File: config.mk
export PLATFORM = sky130hd
export DESIGN_NAME = alu_arbiter
export DESIGN_NICKNAME = d
export VERILOG_FILES = /design/src/rtl/alu_arbiter.sv
export SDC_FILE = /design/constraint.sdc
export NUM_CORES = 1
export LEC_CHECK = 0
export CAP_MARGIN = 10
export CORE_ASPECT_RATIO = 0.5
export CORE_UTILIZATION = 43
export CTS_BUF_LIST = sky130_fd_sc_hd__clkbuf_8 sky130_fd_sc_hd__clkbuf_16
export CTS_CLUSTER_DIAMETER = 30
export CTS_CLUSTER_SIZE = 24
export DETAILED_ROUTE_END_ITERATION = 16
export PLACE_DENSITY = 0.94
export SETUP_SLACK_MARGIN = 0.3
export SLEW_MARGIN = 30
export SYNTH_ARGS = -nofsm -noshare
export SYNTH_HDL_FRONTEND = slang
export SYNTH_SLANG_ARGS = --single-unit
File: constraint.sdc
create_clock -name clk -period 3.07 [get_ports clk]
set_clock_uncertainty 0.1 [all_clocks]
set_input_delay 0.4605 -clock clk [delete_from_list [all_inputs] [get_ports clk]]
set_output_delay 0.4605 -clock clk [all_outputs]
set_load 0.01 [all_outputs]
File: src/rtl/alu_arbiter.sv
// Two-requester front end for a shared combinational ALU.
// A round-robin grant picks one operation at a time. The operation is latched,
// executed for one cycle, and then held in a response register until it is consumed.
module alu_arbiter (
  input  logic        clk,
  input  logic        rst,
  // requester 0
  input  logic        req0_valid,
  output logic        req0_ready,
  input  logic [15:0] req0_in1,
  input  logic [15:0] req0_in2,
  input  logic [2:0]  req0_op,
  input  logic        req0_flag_en,
  // requester 1
  input  logic        req1_valid,
  output logic        req1_ready,
  input  logic [15:0] req1_in1,
  input  logic [15:0] req1_in2,
  input  logic [2:0]  req1_op,
  input  logic        req1_flag_en,
  // shared ALU
  output logic [15:0] alu_in1,
  output logic [15:0] alu_in2,
  output logic [2:0]  alu_op,
  output logic [2:0]  alu_flag_in,
  input  logic [15:0] alu_out,
  input  logic [2:0]  alu_flag,
  // response
  output logic        rsp_valid,
  input  logic        rsp_ready,
  output logic        rsp_id,
  output logic [15:0] rsp_data,
  output logic [2:0]  rsp_flag,
  output logic [2:0]  flag_q
);

  localparam int NUM_REQ = 2;

  typedef struct packed {
    logic [15:0] in1;
    logic [15:0] in2;
    logic [2:0]  op;
    logic        flag_en;
  } op_t;

  typedef enum logic [1:0] {
    IDLE = 2'd0,
    EXEC = 2'd1,
    RESP = 2'd2
  } state_t;

  op_t    [NUM_REQ-1:0] req;
  logic   [NUM_REQ-1:0] req_valid;

  state_t      state_q, state_d;
  logic        prio_q, prio_d;
  op_t         opnd_q, opnd_d;
  logic        id_q, id_d;
  logic [15:0] rsp_data_q, rsp_data_d;
  logic [2:0]  rsp_flag_q, rsp_flag_d;
  logic        rsp_id_q, rsp_id_d;
  logic [2:0]  flag_d;

  logic        gnt_vld;
  logic        gnt_id;
  logic        accept;

  assign req[0]    = {req0_in1, req0_in2, req0_op, req0_flag_en};
  assign req[1]    = {req1_in1, req1_in2, req1_op, req1_flag_en};
  assign req_valid = {req1_valid, req0_valid};

  // Round-robin pick: the priority holder wins if it is asking, otherwise the other requester.
  always_comb begin
    gnt_vld = 1'b0;
    gnt_id  = prio_q;
    if (req_valid[prio_q]) begin
      gnt_vld = 1'b1;
      gnt_id  = prio_q;
    end else if (req_valid[~prio_q]) begin
      gnt_vld = 1'b1;
      gnt_id  = ~prio_q;
    end
  end

  // Accept only in IDLE. Reset gates the ready outputs low even before the
  // asynchronous clear has propagated through the state register.
  assign accept     = (state_q == IDLE) && gnt_vld && !rst;
  assign req0_ready = accept && (gnt_id == 1'b0);
  assign req1_ready = accept && (gnt_id == 1'b1);

  // Next-state logic for the control FSM and all datapath registers. Every register holds by default.
  always_comb begin
    state_d    = state_q;
    prio_d     = prio_q;
    opnd_d     = opnd_q;
    id_d       = id_q;
    rsp_data_d = rsp_data_q;
    rsp_flag_d = rsp_flag_q;
    rsp_id_d   = rsp_id_q;
    flag_d     = flag_q;
    case (state_q)
      IDLE: begin
        if (accept) begin
          opnd_d  = req[gnt_id];
          id_d    = gnt_id;
          prio_d  = ~gnt_id;
          state_d = EXEC;
        end
      end
      EXEC: begin
        // The ALU is combinational from the operand regs, so its result is valid now.
        rsp_data_d = alu_out;
        rsp_flag_d = alu_flag;
        rsp_id_d   = id_q;
        if (opnd_q.flag_en) flag_d = alu_flag;
        state_d    = RESP;
      end
      RESP: begin
        if (rsp_ready) state_d = IDLE;
      end
      default: state_d = IDLE;
    endcase
  end

  // State and datapath registers. Reset is asynchronous and drops any operation in flight.
  always_ff @(posedge clk or posedge rst) begin
    if (rst) begin
      state_q    <= IDLE;
      prio_q     <= 1'b0;
      opnd_q     <= '0;
      id_q       <= 1'b0;
      rsp_data_q <= 16'h0000;
      rsp_flag_q <= 3'b000;
      rsp_id_q   <= 1'b0;
      flag_q     <= 3'b000;
    end else begin
      state_q    <= state_d;
      prio_q     <= prio_d;
      opnd_q     <= opnd_d;
      id_q       <= id_d;
      rsp_data_q <= rsp_data_d;
      rsp_flag_q <= rsp_flag_d;
      rsp_id_q   <= rsp_id_d;
      flag_q     <= flag_d;
    end
  end

  assign alu_in1     = opnd_q.in1;
  assign alu_in2     = opnd_q.in2;
  assign alu_op      = opnd_q.op;
  assign alu_flag_in = flag_q;

  assign rsp_valid = (state_q == RESP);
  assign rsp_id    = rsp_id_q;
  assign rsp_data  = rsp_data_q;
  assign rsp_flag  = rsp_flag_q;

endmodule

# Yosys cells after proc, flatten, opt, wreduce, memory -nomap -nowiden
# Cells that the tools add are included.
# classes
n_lt_le_gt_ge,3
eq_ne,4
mux,13
n_bitwise,2
n_reduce_logical,9
# ops
op,n
36-bit two-way mux,2
1-bit two-way mux,8
"1-bit by 2-bit less-than comparator with 1-bit output, second input constant",3
2-bit one-hot mux with 3 select lines,1
2-bit AND reduction,3
1-bit logical AND,4
2-bit two-way mux,2
"2-bit by 1-bit == test with 1-bit output, second input constant",1
"2-bit == test, second input constant",1
2-bit logical NOT,1
"2-bit by 1-bit != test with 1-bit output, second input constant",1
"2-bit != test, second input constant",1
1-bit inverter,2
1-bit logical NOT,1
# word_totals
regBits,63
in_bits,96
out_inout_bits,64
elab_cells,42

# Longest topological paths before layout
# Gate-level depths: netlist (run 1).
# logic_depth
word_depth,9
depth_mapped,5
depth_no_buf,3

# Worst setup path after synthesis (run 1)
# OpenSTA, ideal clock, no wires.
# synth_timing
path_type,input port to output port
from,in rst
to,out req1_ready
t_arrival_ns,1.311
required_time_ns,2.509
path_slack_ns,1.198
stages,4
path_buffers,2
path_cell_list,or3_1 -> buf_6 -> buf_6 -> nor3b_2
# synth_via
elab_chain_len,3
# synth_lines
item,line_no,rtl
start: declaration,6,"input logic rst,"
1-bit logical NOT (no source line),--,
1-bit logical AND,87,assign accept = (state_q == IDLE) && gnt_vld && !rst;
1-bit logical AND,89,assign req1_ready = accept && (gnt_id == 1'b1);
end: declaration,16,"output logic req1_ready,"
# No other way between the ends.

# Final worst setup path (run 1)
# layout_timing
from,in rst
to,out req0_ready
# layout_via
elab_chain_len,3
# layout_lines
item,line_no,rtl
1-bit logical NOT (no source line),--,
1-bit logical AND,87,
1-bit logical AND,88,assign req0_ready = accept && (gnt_id == 1'b0);
end: declaration,9,"output logic req0_ready,"
# No other way between the ends.

==> results of run 1 <==
[cell type report]
cell class              count  area [sq um]  share of cell area
flip-flops and latches     63          1580               0.323
clock inverters             3          63.8              0.0131
repair buffers            167          1650               0.339
well taps                  92           115              0.0236
multi-input cells         145          1180               0.241
clock buffers              13           280              0.0574
inverters                   5          18.8             0.00384
[cell families (layout without fill, tap and decap cells)]
logic type	Yosys count	after routing	synth area share
flip-flops	63	63	0.496
AND/OR/NAND/NOR	82	82	0.167
AO/OA/AOI/OAI	41	41	0.121
multiplexers	22	22	0.0780
buffers and inverters	65	188	0.138
[how the worst max path moves through the flow]
stage,slack (ns),to,cells after the start,start
detailed placement,0.36,req1_ready,4,rst
global placement,0.37,req1_ready,4,rst
global route,0.55,req0_ready,4,rst
finish,0.65,req0_ready,4,rst
CTS,0.36,req1_ready,4,rst
floorplan,0.94,alu_flag_in[0]$_DFFE_PP0P_,1,rst
[state kept, by name, indices dropped and copies added (netlist names)]
signal and cells:
alu_in1 16, alu_in2 16, rsp_data 16, alu_flag_in 3, alu_op 3, rsp_flag 3
state_q 2, id_q 1, opnd_q 1, prio_q 1, rsp_id 1
[metal layers]
| layer | part of all wire | vias to the layer above | track usage |
|---|---|---|---|
| met5 | 0 | - | 0 |
| met4 | 0.047 | 0 | 0.151 |
| met3 | 0.045 | 40 | 0.0602 |
| met2 | 0.51 | 106 | 0.400 |
| met1 | 0.40 | 1239 | 0.280 |
| li1 | - | 1185 | - |
[critical path, delay by kind of cell]
kind / cells / cell delay, ns
buffers and inverters: 2 / 0.99
and+or+nand+nor: 2 / 0.40
[report_power, final]
group | internal, uW | switching, uW | leakage (uW) | total (uW)
Clock | 796 | 338 | 0.000173 | 1130
Combinational | 1130 | 735 | 0.00110 | 1860
Sequential | 1230 | 234 | 0.000762 | 1460
Total | 3150 | 1310 | 0.00203 | 4450
[through the flow]
stage               total power, uW  instances  worst slack (ns)  area (sq um)
floorplan                      2560        273             0.940          3180
global placement               3270        472             0.366          4540
detailed placement             3320        472             0.360          4540
CTS                            4490        488             0.359          4880
global route                   4680        488             0.555          4890
finish                         4450        488             0.651          4890
[placed cells by master, fill, tap and decap left out, drive strengths merged]
cell type,netlist,final
o21ai,3,3
a221o,36,36
buf,54,8
or3,1,1
clkdlybuf4s50,0,158
nand2,38,38
nand2b,2,2
nor3b,1,1
dlymetal6s2s,0,1
mux2,22,22
bufinv,0,2
and3,1,1
clkbuf,6,13
nor2b,1,1
dfrtp,63,63
nor3,37,37
inv,5,6
a21oi,2,2
nand3b,1,1
==> impl_metrics.json, run 1 <==
{
  "status": "finished clean",
  "numCtsBuffers": 9,
  "worst_setup_path_end_kind": "primary output",
  "rows": 21,
  "io_pins": 160,
  "synth_top_area_frac": 0.496,
  "fp.dieArea_sq_mm": 0.00776,
  "antenna_found_initial": 0,
  "drv_cap": 0,
  "synth_area_leader_cell": "dfrtp_1",
  "fmax_mhz": 413,
  "ys_seq_area_frac": 0.496,
  "initial_core_util": 0.460,
  "track_usage": 0.241,
  "n_fill_cell": 460,
  "p_leak_uw": 0.00203,
  "grt_pass1_vias": 2736,
  "r2r-end": "alu_in1[15]$_DFFE_PP0P_",
  "async_flop_share": 1.00,
  "slew_viol_final": 0,
  "rr_startpoint": "state_q[0]$_DFFE_PP0P_",
  "peakVddDrop_mv": 0.441,
  "gr-total-overflow": 0,
  "synth.distinct_cells": 20,
  "wirelength_mm": 8.83,
  "hp-class": "reg -> reg",
  "period_needed_ns": 2.42,
  "holdBufCountCts": 0,
  "drc": 0,
  "ant_nets": 0,
  "arrival_ns": 1.86,
  "cts_root_buffer": "clkbuf_16",
  "post_cts_buffers": 0,
  "cts_tree": "built",
  "rsz0062_at_grt": "false",
  "critPathLaunchType": "primary input",
  "viasPerCell": 5.27,
  "crit_top_cell": "clkdlybuf4s50_1",
  "cp_slowest_stage_delay_ns": 0.54,
  "die_x_microns": 124,
  "clock_latency_ns": 0.32,
  "grt_max_degree": 64,
  "fin_util": 0.707,
  "synthesis.nets": 369,
  "yosysWarningCount": 0,
  "power_density_mw_per_mm2": 911,
  "via_count": 2570,
  "hold_violations": 0,
  "netlist_area_sq_mm": 0.00318,
  "slowest_stage": "clkdlybuf4s50_1",
  "portBuffers": 159,
  "crit_fanout": 3,
  "hpwl_mm": 5.92,
  "synth_top_flop_cell": "dfrtp_1",
  "final_min_period_over_clock_period": 0.788,
  "drt-initial-drc-count": 207,
  "h-tree-depth": 3,
  "coreArea_sq_mm": 0.00691,
  "die_h_microns": 62.8,
  "critPathKind": "in -> out",
  "r2r_cells": 4,
  "synthToLayoutAreaGrowth_pct": 53.8,
  "place_congestion": 0.795,
  "synthCells": 273,
  "tns_ns": 0,
  "clock_path_buffers": 2,
  "ctsResizeCount": 0,
  "synth_edf_count": 0,
  "final_nets": 487,
  "relSlewSlack": 0.469,
  "path_cells": "clkdlybuf4s50_1, nor3_2, and3_1, clkdlybuf4s50_1",
  "synth_most_common_cell": "dfrtp_1",
  "grt_pass1_wl_mm": 13.9,
  "hold_depth": 1,
  "ff2ff_setup_slack_ns": 1.14,
  "required_ns": 2.51,
  "setup_viol": 0,
  "whs_ns": 0.400,
  "antennaDiodeCount": 0,
  "netlist_top_cells_count": "dfrtp_1 (63), buf_4 (38), nand2_1 (38)",
  "ys_ff_latch": 63,
  "yosys-top-cells-area": "dfrtp_1 (50%), a221o_1 (11%), nor3_2 (9.5%), buf_4 (9.0%), mux2_2 (7.8%)",
  "tightest_slew_ns": 0.797,
  "path_clk_slew_ns": 0.05,
  "min-delay-start": "rsp_data[14]$_DFFE_PP0N_",
  "clkSinkCount": 63,
  "syn_avg_cell_area_sq_um": 11.6,
  "wl_per_cell_microns": 18.1,
  "holdPathEnd": "rsp_data[14]$_DFFE_PP0N_",
  "drtPass1Iterations": 4,
  "layout-drive-gt1-share": 0.205
}
Note: power is estimated with default switching activity, not from simulation.
==> inputs of run 2 (changes only) <==
CORE_UTILIZATION = 36   (was 43)
PLACE_DENSITY = 0.85   (was 0.94)
clock period = 2.2 ns   (was 3.07 ns; I/O delays follow)
==> run 2 against run 1 <==
- first-iteration DRC count shrank 50%
- utilization down 11 points
- sequential cell count did not move
- count of clock-buffer cells in the layout is 2 lower
- sequential share of layout area is 0.25 points lower
- worst setup slack worse by 0.36 ns
- global-route usage is 4.3 points lower
- critical path depth did not move
- via count grew 0.12%
- final cell count rose by 5.5%
- hold slack hardly changed
- sequential power rose by 39%
- highest routed layer unchanged
==> impl_metrics.json, run 2 (synthesized netlist as in run 1, its figures left out) <==
{
  "status": "finished clean",
  "fmax_mhz": 523,
  "path_clk_slew_ns": 0.05,
  "h-tree-depth": 3,
  "gr-total-overflow": 0,
  "most-common-layout-cells": "clkdlybuf4s50_1 (156), dfrtp_1 (63), nand2_1 (38), a221o_1 (36), nor3_2 (29)",
  "synthToLayoutAreaGrowth_pct": 55.0,
  "peakVddDrop_mv": 0.497,
  "grt_pass1_wl_mm": 13.5,
  "final_nets": 494,
  "p_leak_uw": 0.00204,
  "viasPerCell": 5.00,
  "place_congestion": 0.786,
  "r2r_cells": 5,
  "slew_viol_final": 0,
  "period_needed_ns": 1.91,
  "clkSinkCount": 63,
  "cts_tree": "built",
  "crit_fanout": 2,
  "numCtsBuffers": 9,
  "arrival_ns": 1.48,
  "hp-class": "reg -> reg",
  "rsz0062_at_grt": "true",
  "clock_path_buffers": 2,
  "hpwl_mm": 6.45,
  "io_pins": 160,
  "antenna_found_initial": 0,
  "die_h_microns": 68.4,
  "drv_cap": 0,
  "via_count": 2573,
  "tightest_slew_ns": 0.573,
  "relSlewSlack": 0.618,
  "clock_latency_ns": 0.33,
  "drc": 0,
  "initial_core_util": 0.385,
  "dp_slack_ns": -0.180,
  "worst_setup_path_end_kind": "primary output",
  "cts_root_buffer": "clkbuf_16",
  "fin_util": 0.596,
  "coreArea_sq_mm": 0.00826,
  "finalPower_uw": 5970,
  "cp_slowest_stage_delay_ns": 0.43,
  "track_usage": 0.198,
  "ant_nets": 0,
  "rows": 23,
  "worst_slack_ns": 0.288,
  "critPathKind": "in -> out",
  "path_cells": "clkdlybuf4s50_1, or3_4, nor3b_2, buf_2",
  "grt_max_degree": 43,
  "die_x_microns": 135,
  "required_ns": 1.77,
  "hold_violations": 0,
  "slowest_stage": "clkdlybuf4s50_1",
  "final_common_cell": "clkdlybuf4s50_1",
  "antennaDiodeCount": 0,
  "hold_depth": 2,
  "holdBufCountCts": 0,
  "final_min_period_over_clock_period": 0.869,
  "drtPass1Iterations": 4,
  "layout-drive-gt1-share": 0.223,
  "wl_per_cell_microns": 17.3,
  "power_density_mw_per_mm2": 1210,
  "critPathLaunchType": "primary input",
  "setup_viol": 0,
  "drt-initial-drc-count": 103,
  "portBuffers": 159,
  "grt_pass1_vias": 2592,
  "fp.dieArea_sq_mm": 0.00923,
  "wirelength_mm": 8.92
}
[run 2: changes by cell type in the layout (fill, tap and decap cells not counted), moves of 2 or more]
cell	before	now
buf_12	0	2
clkdlybuf4s50_1	158	156
bufinv_16	2	0
buf_4	8	13
buf_2	0	2
clkinv_2	0	4
clkbuf_8	4	2
[run 2: metal layers]
metal  track usage  vias to the layer above  routed length (microns)  part of all wire
met5             0                        -                        0                 0
met2         0.356                       67                     4700              0.53
met1         0.222                     1285                     3580              0.40
met4        0.0969                        0                      261             0.029
li1              -                     1194                        -                 -
met3        0.0563                       27                      383             0.043
[run 2: where the power goes]
part	leakage, uW	switching [uW]	internal (uW)
Clock	0.000146	488	810
Combinational	0.00113	1040	1600
Sequential	0.000762	318	1710
Total	0.00204	1850	4120
[run 2: worst max-delay path, delay by kind of cell]
kind	cells	cell delay, ns
buf+inv	2	0.59
simple gates	2	0.56
[run 2: worst paths after layout]
| kind | start | end | slack (ns) |
|---|---|---|---|
| worst max-delay path | rst | req1_ready | 0.29 |
| worst min-delay path | rsp_id$_DFFE_PP0N_ | rsp_id$_DFFE_PP0N_ | 0.40 |
| worst max register to register | state_q[0]$_DFFE_PP0P_ | alu_in2[12]$_DFFE_PP0P_ | 0.44 |
| worst min register to register | rsp_id$_DFFE_PP0N_ | rsp_id$_DFFE_PP0N_ | 0.40 |
| max in group asynchronous | rst | id_q$_DFFE_PP0P_ | 1.27 |
| min in group asynchronous | rst | rsp_data[1]$_DFFE_PP0N_ | 0.47 |
[run 2: layout make-up]
type                       count  area, sq um
multi-input combinational    145         1190
sequential                    63         1580
timing repair buffer         174         1720
clock buffer                  11          253
inverter                       5         22.5
fill                         694         3340
clock inverter                 5         23.8
tap                          112          140
[run 2: timing repair]
action                     CTS  global route
setup buffers                0             1
gates resized for setup     10             2
setup endpoints to repair    3             2
pin swaps                    2             3
[run 2: through the flow]
step / hold slack, ns / std cells / setup TNS, ns / area (sq um)
after floorplan: 0.338 / 273 / 0 / 3180
after global placement: 0.362 / 498 / -0.221 / 4640
after detailed placement: 0.390 / 498 / -0.200 / 4640
after CTS: 0.401 / 514 / 0 / 4910
after global routing: 0.415 / 515 / 0 / 4920
final: 0.399 / 515 / 0 / 4920
